==> src/rtl/stream_image_loader.sv <==
// Streams a framed image (M, N header then M*N*CHANNELS words) into the pixel buffer
// through a registered write port; flags completion or oversize rejection.
module stream_image_loader #(
    parameter int unsigned ADDR_WIDTH = 16,
    parameter int unsigned DATA_WIDTH = 8,
    parameter int unsigned DIM_WIDTH  = 16,
    parameter int unsigned CHANNELS   = 1,
    parameter int unsigned DEPTH      = 65536
) (
    input  logic                  clk,
    input  logic                  rst,
    input  logic                  start,
    input  logic [DATA_WIDTH-1:0] in_data,
    input  logic                  in_valid,
    output logic                  in_ready,
    output logic [DIM_WIDTH-1:0]  M,
    output logic [DIM_WIDTH-1:0]  N,
    output logic                  wr_en,
    output logic [ADDR_WIDTH-1:0] wr_addr,
    output logic [((CHANNELS > 1) ? $clog2(CHANNELS) : 1)-1:0] wr_chan,
    output logic [DATA_WIDTH-1:0] wr_data,
    output logic [31:0]           dataCount,
    output logic                  loadF,
    output logic                  err
);

    localparam int unsigned CHAN_W    = (CHANNELS > 1) ? $clog2(CHANNELS) : 1;
    localparam int unsigned HDR_BEATS = (DIM_WIDTH + DATA_WIDTH - 1) / DATA_WIDTH;
    localparam int unsigned HCNT_W    = (HDR_BEATS > 1) ? $clog2(HDR_BEATS) : 1;
    localparam int unsigned PROD_W    = 2 * DIM_WIDTH;

    typedef enum logic [2:0] {
        S_IDLE, S_HDR_M, S_HDR_N, S_CHECK, S_PIXELS, S_DONE, S_ERR
    } state_t;

    state_t                  state_q, state_d;
    logic                    in_ready_q;
    logic [DIM_WIDTH-1:0]    m_q, n_q;
    logic [HCNT_W-1:0]       hcnt_q;
    logic [ADDR_WIDTH-1:0]   addr_q;
    logic [CHAN_W-1:0]       chan_q;
    logic [31:0]             cnt_q, last_q;
    logic                    wr_en_q, loadf_q, err_q;
    logic [ADDR_WIDTH-1:0]   wr_addr_q;
    logic [CHAN_W-1:0]       wr_chan_q;
    logic [DATA_WIDTH-1:0]   wr_data_q;

    logic                    accept_c, hdr_last_c, pix_last_c, oversize_c, restart_c;
    logic [PROD_W-1:0]       total_c;

    assign accept_c   = in_valid & in_ready_q;
    assign hdr_last_c = (hcnt_q == HCNT_W'(HDR_BEATS - 1));
    assign pix_last_c = (cnt_q == last_q);
    assign total_c    = PROD_W'(m_q) * PROD_W'(n_q);
    assign oversize_c = 64'(total_c) > 64'(DEPTH);
    assign restart_c  = start & ((state_q == S_IDLE) | (state_q == S_DONE) | (state_q == S_ERR));

    // Next-state decode
    always_comb begin
        state_d = state_q;
        case (state_q)
            S_IDLE, S_DONE, S_ERR: if (start) state_d = S_HDR_M;
            S_HDR_M:  if (accept_c && hdr_last_c) state_d = S_HDR_N;
            S_HDR_N:  if (accept_c && hdr_last_c) state_d = S_CHECK;
            S_CHECK: begin
                if (oversize_c)                  state_d = S_ERR;
                else if (total_c == PROD_W'(0))  state_d = S_DONE;
                else                             state_d = S_PIXELS;
            end
            S_PIXELS: if (accept_c && pix_last_c) state_d = S_DONE;
            default:  state_d = S_IDLE;
        endcase
    end

    always_ff @(posedge clk) begin
        if (!rst) begin
            state_q    <= S_IDLE;
            in_ready_q <= 1'b0;
            m_q        <= '0;
            n_q        <= '0;
            hcnt_q     <= '0;
            addr_q     <= '0;
            chan_q     <= '0;
            cnt_q      <= '0;
            last_q     <= '0;
            wr_en_q    <= 1'b0;
            wr_addr_q  <= '0;
            wr_chan_q  <= '0;
            wr_data_q  <= '0;
            loadf_q    <= 1'b0;
            err_q      <= 1'b0;
        end else begin
            state_q    <= state_d;
            in_ready_q <= (state_d == S_HDR_M) | (state_d == S_HDR_N) | (state_d == S_PIXELS);
            wr_en_q    <= 1'b0;
            if (restart_c) begin
                m_q     <= '0;
                n_q     <= '0;
                hcnt_q  <= '0;
                addr_q  <= '0;
                chan_q  <= '0;
                cnt_q   <= '0;
                loadf_q <= 1'b0;
                err_q   <= 1'b0;
            end
            case (state_q)
                S_HDR_M: if (accept_c) begin
                    m_q    <= DIM_WIDTH'({m_q, in_data});
                    hcnt_q <= hdr_last_c ? '0 : hcnt_q + HCNT_W'(1);
                end
                S_HDR_N: if (accept_c) begin
                    n_q    <= DIM_WIDTH'({n_q, in_data});
                    hcnt_q <= hdr_last_c ? '0 : hcnt_q + HCNT_W'(1);
                end
                S_CHECK: begin
                    // Index of the final word; only meaningful when the frame fits.
                    last_q  <= 32'(total_c) * 32'(CHANNELS) - 32'd1;
                    err_q   <= oversize_c;
                    loadf_q <= ~oversize_c & (total_c == PROD_W'(0));
                end
                S_PIXELS: if (accept_c) begin
                    wr_en_q   <= 1'b1;
                    wr_addr_q <= addr_q;
                    wr_chan_q <= chan_q;
                    wr_data_q <= in_data;
                    cnt_q     <= cnt_q + 32'd1;
                    if (chan_q == CHAN_W'(CHANNELS - 1)) begin
                        chan_q <= '0;
                        addr_q <= addr_q + ADDR_WIDTH'(1);
                    end else begin
                        chan_q <= chan_q + CHAN_W'(1);
                    end
                    if (pix_last_c) loadf_q <= 1'b1;
                end
                default: ;
            endcase
        end
    end

    assign in_ready  = in_ready_q;
    assign M         = m_q;
    assign N         = n_q;
    assign wr_en     = wr_en_q;
    assign wr_addr   = wr_addr_q;
    assign wr_chan   = wr_chan_q;
    assign wr_data   = wr_data_q;
    assign dataCount = cnt_q;
    assign loadF     = loadf_q;
    assign err       = err_q;

endmodule

==> config.mk <==
export PLATFORM = sky130hd
export DESIGN_NAME = stream_image_loader
export DESIGN_NICKNAME = d
export VERILOG_FILES = /design/src/rtl/stream_image_loader.sv
export SDC_FILE = /design/constraint.sdc
export NUM_CORES = 1
export LEC_CHECK = 0
export ABC_CLOCK_PERIOD_IN_PS = 12800
export CORE_MARGIN = 10
export CORE_UTILIZATION = 45
export CTS_CLUSTER_DIAMETER = 200
export DETAILED_ROUTE_END_ITERATION = 16
export HOLD_SLACK_MARGIN = 0.12
export SETUP_SLACK_MARGIN = 0.1
export SKIP_CTS_REPAIR_TIMING = 1
export SYNTH_ARGS = -nofsm -noshare
export SYNTH_HDL_FRONTEND = slang
export SYNTH_SLANG_ARGS = --single-unit
==> constraint.sdc <==
create_clock -name clk -period 12.8 [get_ports clk]
set_input_delay 2.56 -clock clk [delete_from_list [all_inputs] [get_ports clk]]
set_output_delay 2.56 -clock clk [all_outputs]
set_load 0.05 [all_outputs]
# Word level (Yosys, flattened, before mapping)
# Index checks and enable logic that the tools add are counted.
[totals]
reg_bits = 146
inputBits = 12
out_inout_bits = 93
elab_cells = 84
[classes]
n_addsub = 5
multipliers = 1
magnitude_cmp = 1
eq_ne = 10
mux = 35
n_bitwise = 8
n_reduce_logical = 9
[ops]
columns = ["cell", "n"]
rows = [
  ["2-to-1 mux 16 bit", 10],
  ["2-to-1 mux 32 bit", 3],
  ["adder 32 x 1 -> 32 bit (second input constant)", 1],
  ["== test 32 bit", 1],
  ["> comparator 32 x 17 -> 1 bit (second input constant)", 1],
  ["logical NOT 32 bit", 1],
  ["multiplier 16 x 16 -> 32 bit", 1],
  ["subtractor 32 x 1 -> 32 bit (second input constant)", 1],
  ["adder 16 x 1 -> 16 bit (second input constant)", 1],
  ["2-to-1 mux 1 bit", 15],
  ["one-hot mux 3 bit (5 select lines)", 1],
  ["== test 3 bit (second input constant)", 4],
  ["2-to-1 mux 3 bit", 4],
  ["== test 3 x 2 -> 1 bit (second input constant)", 3],
  ["== test 3 x 1 -> 1 bit (second input constant)", 2],
  ["OR 1 bit", 4],
  ["AND reduction 2 bit", 2],
  ["AND 1 bit", 3],
  ["logical NOT 3 bit", 1],
  ["OR reduction 3 bit", 1],
  ["adder 1 bit (second input constant)", 2],
  ["logical AND 1 bit", 2],
  ["2-to-1 mux 2 bit", 1],
  ["one-hot mux 1 bit (2 select lines)", 1],
  ["other kinds (3)", 3],
]

# Logic depth before layout (Yosys ltp)
# Gate-level depths: netlist (run 1).
[logic_depth]
ltp_word = 8
mapped_depth = 26
ltp_nobuf = 23

# Worst setup path before layout (run 1)
# Ideal clock, no wire load.
[synth_timing]
path_type = "reg2reg"
start = "reg n_q[7], in the netlist N[7]"
end = "reg in_ready_q, in the netlist in_ready"
setup_ns = 0.072
t_arrival_ns = 7.156
required_time_ns = 12.728
slack_ns = 5.572
path_stages_with_launch = 27
path_buffers = 3
period_less_slack_ns = 7.228
cell_sequence = "dfxtp_1 -> clkbuf_1 -> clkbuf_1 -> nand2_1 -> fa_1 -> inv_1 -> fa_1 -> inv_1 -> fa_1 -> inv_1 -> fa_1 -> fa_1 -> inv_1 -> fa_1 -> inv_1 -> ha_1 -> buf_2 -> nand3_1 -> nand2_1 -> a221oi_4 -> a21oi_1 -> or4b_1 -> a31o_1 -> or3_4 -> nor4_2 -> o21ba_1 -> mux2i_1"
[synth_between]
elab_chain_len = 8
word_cells_on_any_way = 11
cone_classes = "mul: 1; order compare: 1; eq/ne: 3; mux: 3; bitwise: 2; reduce/logical: 1"
[synth_lines]
columns = ["element", "line", "source"]
rows = [
  ["start, declared", "38", "logic [DIM_WIDTH-1:0] m_q, n_q;"],
  ["start signal, assigned", "112", "n_q <= DIM_WIDTH'({n_q, in_data});"],
  ["multiplier 16 x 16 -> 32 bit *", "54", "assign total_c = PROD_W'(m_q) * PROD_W'(n_q);"],
  ["parallel branches: the longest is 2 deep, another holds > comparator 32 x 17 -> 1 bit", "-", ""],
  ["2-to-1 mux 2 bit *", "66", "if (oversize_c) state_d = S_ERR;"],
  ["one-hot mux 3 bit (5 select lines) *", "61", "case (state_q)"],
  ["== test 3 x 1 -> 1 bit / == test 3 x 2 -> 1 bit (equally long branches)", "94", "in_ready_q <= (state_d == S_HDR_M) | (state_d == S_HDR_N) | (state_d == S_PIXELS);"],
  ["OR 1 bit", "94", ""],
  ["OR 1 bit *", "94", ""],
  ["end signal, assigned", "94", ""],
  ["end, declared", "37", "logic in_ready_q;"],
]
# Every way passes the cells marked *.
# A chain may end at the register's enable or synchronous reset.

# Worst setup path in the final report (run 1)
[layout_timing]
start = "reg n_q[7], in the netlist N[7]"
end = "reg loadf_q, in the netlist loadF"
[layout_between]
elab_chain_len = 5
word_cells_on_any_way = 6
cone_classes = "mul: 1; order compare: 1; mux: 1; bitwise: 2; reduce/logical: 1"
[layout_lines]
columns = ["element", "line", "source"]
rows = [
  ["multiplier 16 x 16 -> 32 bit *", "54", ""],
  ["> comparator 32 x 17 -> 1 bit", "55", "assign oversize_c = 64'(total_c) > 64'(DEPTH);"],
  ["inverter 1 bit", "119", "loadf_q <= ~oversize_c & (total_c == PROD_W'(0));"],
  ["AND 1 bit *", "119", ""],
  ["one-hot mux 1 bit (2 select lines) *", "106", "case (state_q)"],
  ["end signal, assigned", "119", ""],
  ["end, declared", "43", "logic wr_en_q, loadf_q, err_q;"],
]
# Every way passes the cells marked *; elsewhere a longest branch is shown, timed or not.

==> results of run 1 <==
## worst min-delay path: stages (launching register included)
cell	delay [ps]
dfxtp_1	310
nand2_1	50
a21oi_1	50
## cells in the final DEF, fill, tap and decap left out, types with 12 or more instances in the layout
cell	synthesis	final
nand2_1	309	309
inv_1	233	232
fa_1	194	194
dfxtp_1	146	146
and2_1	124	124
a21oi_1	123	123
ha_1	107	107
clkdlybuf4s50_1	0	104
nor2_1	88	87
nand3_1	70	70
xnor2_1	62	62
o21ai_0	35	35
nand4_1	32	32
nor3_1	26	24
xor2_1	22	22
a211oi_1	21	21
and3_1	18	18
clkbuf_16	0	17
a21o_1	15	15
a31oi_1	14	14
a311oi_1	14	14
or2_2	12	12
buf_4	1	12
## cells by family after synthesis
family	synth area share, %
flops	18.3
compound gates	12.1
mux	0.330
buf+inv	8.40
xor+xnor	4.72
fa+ha+maj	32.8
simple gates	23.4
## power groups by stage
stage,Clock [mW],Combinational [mW],Sequential [mW]
6_report,0.517,0.0353,0.459
5_1_grt,0.548,0.0380,0.459
4_1_cts,0.528,0.0352,0.459
3_5_place_dp,0,0.0349,0.469
3_3_place_gp,0,0.0349,0.469
2_1_floorplan,0,0.0191,0.469
## final timing paths
path	end	cells after the start	slack (ps)
max	loadF	23	5220
min	wr_addr[7]	2	450
max reg2reg	loadF	23	5220
min reg2reg	wr_addr[7]	2	450
## per-layer routing
layer / part of all wire, % / up-vias / routed length [um] / GRT usage [%]
li1: - / 6316 / - / -
met1: 46 / 6605 / 20400 / 28.2
met2: 46 / 382 / 20600 / 33.3
met3: 6.3 / 40 / 2790 / 3.92
met4: 1.5 / 0 / 668 / 4.63
met5: 0 / - / 0 / 0
## layout make-up
type	instances	share of cell area (%)
Timing Repair Buffer	116	6.35
Clock inverter	14	0.970
Sequential cell	146	16.4
Clock buffer	18	2.41
Tap cell	455	3.20
Multi-Input combinational cell	1431	65.7
Inverter	233	4.92
## registers in the layout (all words and copies together), names as in the netlist, 3 cells and up
signal / count
N: 16
dataCount: 32
wr_data: 8
last_q: 32
M: 16
wr_addr: 16
addr_q: 16
state_q: 3
## through the flow
step | worst slack (ps) | hold WS (ps) | util [%]
6_report | 5220 | 452 | 51.3
5_1_grt | 4770 | 475 | 51.3
4_1_cts | 5280 | 457 | 51.3
3_5_place_dp | 5290 | 448 | 49.5
3_3_place_gp | 5380 | 442 | 49.5
2_1_floorplan | 5570 | 444 | -
==> reports/results.ini, run 1 <==
[timing]
setup_viol = 0
slew_headroom_pct = 31.3
final.setup.tns_ps = 0
min_period_over_period_pct = 59.2
worst_pin_slew_ps = 1030
finClkSkew_ps = 11.2
finalHoldViolations = 0
clock.fmax_mhz = 132
post-route-min-period_ps = 7580
grt_setup_unrepaired = false
drv_slew = 0

[clocking]
cts_htree_levels = 4
cts_inserted_buffers = 17
clockRootBuffer = clkbuf_16
clk_pin_slew_worst_paths_ps = 70
cts_sinks = 146
cts_tree = done
worstSkewPairLatency_ps = 430
cts_buffer_depth = 2

[power]
p_int_uw = 758
power.density_nw_per_um2 = 56.8
p_seq_share_pct = 45.4
sw_frac_of_total_pct = 25.0
power.combinational.fraction_pct = 3.5
clockPowerShare_pct = 51.1
power_mw = 1.01
ir_worst_vdd_uv = 136
leakagePower_nw = 7.69
p_sw_uw = 253

[finish]
drive_gt1_share_pct = 4.75
final_cells = 2413
regArea_sq_um = 2920
multiInputGateArea_sq_um = 11700
num_antenna_cells = 0
design_area_sq_um = 17800
fillCellCount = 3299
areaGrowthSynthToFinish_pct = 11.7
nNetsFinal = 2258

[place]
place.gp.congestion = 0.864
portBuffers = 104
dpl_cell_area_sq_um = 17200
place_inst = 2381
dpl.hpwl_um = 33400

[yosys]
synth_seq_area_share_pct = 18.3
synth_most_common_cell = nand2_1
netlist_instances = 1925
syn_area_per_cell_sq_um = 8.28
yosysWarnings = 0
netlist.area_leader.share_pct = 24.4
netlist_area_sq_um = 15900
synthTopCellsByCount = nand2_1, inv_1, fa_1
yosysTopAreaCell = fa_1
netlist_top_cells_area = fa_1, dfxtp_1, ha_1, nand2_1, inv_1
ys.flop_type = dfxtp_1
synth.ff_latch_count = 146
synthDistinctLibCells = 82
synth_edf_count = 0
async_flop_share_pct = 0
synthesis.nets = 2238

[die]
die_y_um = 208
die_x_um = 208
fp-row-count = 68
io-pin-count = 105
dieArea_sq_um = 43300
start_util_pct = 45.9
core_area_sq_um = 34700

[critical_path]
worstSetupStartpointType = register
critPathMaxStageDelay_ps = 1000
cp_top_family = adder cells
cp-startpoint = N[7]
rr_startpoint = N[7]
cp_common_cell = fa_1
path_max_fanout = 19
crit_buf_inv = 5
crit_slowest_cell = dfxtp_1
crit_chain = nand2_1 > fa_1 > inv_1 > fa_1 > inv_1 > fa_1 > inv_1 > fa_1 > fa_1 > inv_1 > fa_1 > inv_1 > ha_1 > a21oi_1 > nand2_1 > a221oi_4 > a21oi_1 > or4b_1 > a31o_1 > or3_4 > o41ai_1 > a31oi_1 > nor2_1
crit_path_end_kind = register
required_ps = 13160
critPathKind = reg2reg
cp.arrival_ps = 7940

[drt]
viasPerCell = 5.53
wl_per_cell_um = 18.4
vias = 13300
drt_iter0_drc = 790
dr.pass1.iters = 6
wl_um = 44500
drc = 0
final_antenna_net_count = 0

[worst_hold_path]
hold_class = reg2reg
hp-start = wr_addr[7]

[outcome]
status = finished clean

[grt]
grt_antenna_before_repair = 0
grt_use_total_pct = 20.7
grt_pass1_vias = 13500
grt_max_degree = 79
grt_pass1_wl_um = 73600
overflow = 0

[job]
cap_viol_max_count = 0

Note: power is estimated with default switching activity, not from simulation.
==> run 2, diff against run 1 <==
Settings changed: ABC_CLOCK_PERIOD_IN_PS 12800 to 7750.
Clock period 12.8 ns to 7.75 ns, I/O delays scaled along.
==> run 2 against run 1 <==
Combinational power up 70%. Power up 66%. Via count grew 1.2%. Core utilization rose by 0.68 points. Register-to-register slack got worse by 4700 ps. Non-clock buffer count increased by 29. Maximum frequency up 5.2%. Global-route usage shrank 0.099 points. Clock-buffer cell count stayed put. Critical endpoint is now state_q[0].
==> reports/results.ini, run 2 (synthesis results as in run 1) <==
[timing]
setup_viol = 0
min_period_over_period_pct = 93.0
drv_slew = 0
clock.fmax_mhz = 139
grt_setup_unrepaired = false
finClkSkew_ps = 11.7
post-route-min-period_ps = 7210
worst_pin_slew_ps = 905
slew_headroom_pct = 39.7
final.setup.tns_ps = 0
finalHoldViolations = 0

[worst_hold_path]
hold_path_depth = 2
hold_class = reg2reg

[clocking]
cts_tree = done
cts_inserted_buffers = 17
cts_buffer_depth = 2
clk_pin_slew_worst_paths_ps = 70
cts_sinks = 146
clockRootBuffer = clkbuf_16
worstSkewPairLatency_ps = 440
cts_htree_levels = 4

[place]
place.gp.congestion = 0.873
dpl.hpwl_um = 34500
portBuffers = 104

[drt]
dr.pass1.iters = 8
drt_iter0_drc = 784
vias = 13500
wl_um = 44300
viasPerCell = 5.53
wl_per_cell_um = 18.1
final_antenna_net_count = 0
drc = 0

[grt]
grt_pass1_vias = 13700
met1_usage_pct = 27.7
busiest_layer = met2
met3_usage_pct = 2.91
grt_use_total_pct = 20.6
grt_pass1_wl_um = 73800
overflow = 0
grt_antenna_before_repair = 0
use_met2_pct = 34.3
grt_max_degree = 78

[die]
core_area_sq_um = 34700
fp-row-count = 68
dieArea_sq_um = 43300
start_util_pct = 45.9
die_x_um = 208
die_y_um = 208
io-pin-count = 105

[finish]
areaGrowthSynthToFinish_pct = 13.2
drive_gt1_share_pct = 6.54
nNetsFinal = 2287
num_antenna_cells = 0
final_common_cell = nand2_1
final_cell_mix = nand2_1, inv_1, fa_1

[critical_path]
required_ps = 8120
crit_slowest_cell = dfxtp_1
cp_top_family = adder cells
critPathMaxStageDelay_ps = 710
worst-path-stages = 23
cp.arrival_ps = 7570
crit_chain = buf_4 > nand2_1 > fa_1 > inv_1 > fa_1 > ha_1 > inv_1 > fa_1 > fa_1 > inv_1 > fa_1 > ha_1 > and3_1 > a221oi_4 > o21ai_1 > nor3_2 > a211oi_1 > buf_4 > nor4_4 > nand4b_4 > o41ai_1 > nor2_1 > nor2_1
path_max_fanout = 15
worstSetupStartpointType = register
cp_common_cell = fa_1
ff2ff_path_depth = 23
crit_buf_inv = 5
critPathKind = reg2reg
crit_path_end_kind = register

[outcome]
status = finished clean

[power]
power_mw = 1.68
power.density_nw_per_um2 = 93.2
ir_worst_vdd_uv = 121
leakagePower_nw = 7.85

[job]
cap_viol_max_count = 0

-- run 2: changes by cell type in the layout (fill, tap and decap cells not counted), sizes merged --
cell	previous run	this run
buf	12	41
clkinv	6	3
inv	237	239
clkinvlp	2	3
-- run 2: final cells by class --
| class | count | area, sq um |
|---|---|---|
| Tap cell | 455 | 569 |
| Timing Repair Buffer | 145 | 1350 |
| Multi-Input combinational cell | 1431 | 11700 |
| Fill cell | 3360 | 16700 |
| Clock buffer | 18 | 429 |
| Sequential cell | 146 | 2930 |
| Clock inverter | 14 | 171 |
| Inverter | 233 | 876 |
-- run 2: metal layers --
metal  wire length (um)  part of all wire, %
met1              20200                   46
met2              21200                   48
met5                  0                    0
met3               2100                  4.7
met4                685                  1.5
-- run 2: power by group --
group	switching [mW]	internal (mW)	leakage [nW]	total, mW
Sequential	0.00532	0.752	1.18	0.757
Combinational	0.0445	0.0155	6.39	0.0600
Clock	0.376	0.487	0.285	0.863
Total	0.426	1.25	7.85	1.68
-- run 2: worst reg2reg max path, delay by kind of cell (launching register included) --
| kind | cells | cell delay (ps) |
|---|---|---|
| AOI/OAI and AO/OA | 4 | 1380 |
| buffers and inverters | 5 | 570 |
| and+or+nand+nor | 7 | 1350 |
| DFF | 1 | 710 |
| adders and majority gates | 7 | 3110 |
-- run 2: path summary, 6_finish.rpt --
| check | from | endpoint | slack, ps |
|---|---|---|---|
| hold / removal | wr_addr[7] | wr_addr[7] | 460 |
| setup reg to reg | M[5] | state_q[0] | 540 |
| setup / recovery | M[5] | state_q[0] | 540 |
| hold reg to reg | wr_addr[7] | wr_addr[7] | 460 |
-- run 2: through the flow --
stage,utilization (%),setup slack [ps],hold WS [ps],cells,instance area [sq um]
floorplan,-,522,444,1925,15900
global placement,50.2,482,442,2410,17400
detailed placement,50.2,384,448,2410,17400
CTS,51.9,345,457,2442,18000
global route,52.0,130,473,2442,18000
finish,52.0,542,455,2442,18000
==> run 3, diff against run 2 <==
Settings changed: CORE_MARGIN 10 to 8.
==> run 3 against run 2 <==
Core utilization shrank 0.78 points. Sequential share of layout area about the same. Via count about the same. Hold slack got worse by 1.9 ps. Non-clock buffer count shrank 2. Cell count up 0.20%. Wire length fell by 1.6%. Clock power decreased by 0.8%. Critical path type unchanged.
==> reports/results.ini, run 3 (synthesis results as in run 1) <==
[outcome]
status = finished clean

[timing]
finalHoldViolations = 0
final.setup.tns_ps = 0
min_period_over_period_pct = 94.8
drv_slew = 0
grt_setup_unrepaired = false
setup_viol = 0
worst_pin_slew_ps = 1010
post-route-min-period_ps = 7350
clock.fmax_mhz = 136
finClkSkew_ps = 13.2
slew_headroom_pct = 32.3

[power]
power.density_nw_per_um2 = 92.8
leakagePower_nw = 7.85
ir_worst_vdd_uv = 215

[drt]
dr.pass1.iters = 6
wl_per_cell_um = 17.8
drc = 0
final_antenna_net_count = 0
viasPerCell = 5.51
wl_um = 43600
drt_iter0_drc = 780
vias = 13500

[place]
dpl.hpwl_um = 33700
place.gp.congestion = 0.858
portBuffers = 104
dpl_cell_area_sq_um = 17400

[die]
core_area_sq_um = 35200
dieArea_sq_um = 41700
die_x_um = 204
start_util_pct = 45.2
die_y_um = 204
fp-row-count = 69
io-pin-count = 105

[critical_path]
crit_path_end_kind = register
cp_common_cell = fa_1
crit_chain = nand2_1 > fa_1 > inv_1 > fa_1 > inv_1 > fa_1 > inv_1 > fa_1 > fa_1 > inv_1 > fa_1 > inv_1 > ha_1 > a21oi_1 > nand2_1 > a221oi_4 > a21oi_1 > or4b_1 > a31o_1 > or3_4 > nor4_2 > o21ba_1 > mux2i_1
required_ps = 8110
critPathMaxStageDelay_ps = 760
cp_top_family = adder cells
critPathKind = reg2reg
path_max_fanout = 14
crit_slowest_cell = dfxtp_1
crit_buf_inv = 5
worstSetupStartpointType = register
cp.arrival_ps = 7710

[finish]
areaGrowthSynthToFinish_pct = 13.1
multiInputGateArea_sq_um = 11700
nNetsFinal = 2285
design_area_sq_um = 18000
final_common_cell = nand2_1
regArea_sq_um = 2930
drive_gt1_share_pct = 6.35
fillCellCount = 3432
final_cell_mix = nand2_1, inv_1, fa_1
post-route-util_pct = 51.2

[worst_hold_path]
hold_class = reg2reg

[clocking]
cts_buffer_depth = 2
cts_inserted_buffers = 17
clk_pin_slew_worst_paths_ps = 70
cts_tree = done
worstSkewPairLatency_ps = 440
cts_htree_levels = 4
cts_sinks = 146
clockRootBuffer = clkbuf_16

[grt]
grt_pass1_wl_um = 72800
grt_antenna_before_repair = 1
grt_max_degree = 77
overflow = 0
grt_pass1_vias = 13600
grt_use_total_pct = 21.5

[job]
cap_viol_max_count = 0

run 3: cell types whose count changed in the layout (fill, tap and decap cells not counted), sizes merged:
cell      delta
clkinvlp     -2
inv          +2
diode        +1
bufinv       -1
clkinv       +1
buf          -2
run 3: worst paths after layout:
| path | endpoint | cells after the start | start | slack [ps] |
|---|---|---|---|---|
| max | in_ready | 23 | M[6] | 400 |
| min reg2reg | wr_addr[8] | 2 | wr_addr[8] | 450 |
| max reg2reg | in_ready | 23 | M[6] | 400 |
| min | wr_addr[8] | 2 | wr_addr[8] | 450 |
run 3: cell type report:
cell class / count / area share, %
timing repair buffer: 143 / 7.40
multi-input combinational: 1431 / 64.9
tap: 461 / 3.20
antenna: 1 / 0.0139
sequential: 146 / 16.2
clock buffer: 18 / 2.44
clock inverter: 14 / 0.902
inverter: 233 / 4.86
run 3: power by group:
part / leakage [nW] / internal, mW / total, mW / switching [mW]
Combinational: 6.38 / 0.0150 / 0.0589 / 0.0439
Sequential: 1.18 / 0.752 / 0.757 / 0.00561
Clock: 0.294 / 0.469 / 0.856 / 0.387
Total: 7.85 / 1.24 / 1.67 / 0.437
run 3: stage by stage:
stage          power (mW)  hold WS, ps  instances  worst slack [ps]
6_report             1.67          454       2447               402
5_1_grt              1.72          468       2447               106
4_1_cts              1.68          457       2446               221
3_5_place_dp        0.833          448       2414               260
3_3_place_gp        0.832          442       2414               367
2_1_floorplan       0.806          444       1925               522
run 3: metal layers:
metal / track usage, % / share of wire [%] / routed length [um]
met1: 28.8 / 46 / 19900
met2: 36.1 / 48 / 21000
met3: 3.14 / 4.5 / 1970
met4: 5.50 / 1.6 / 707
met5: 0 / 0 / 0
run 3: tightest hold or removal path, cell delays in order (launching register included):
cell     delay [ps]
dfxtp_1         310
nand2_1          50
a21oi_1          50
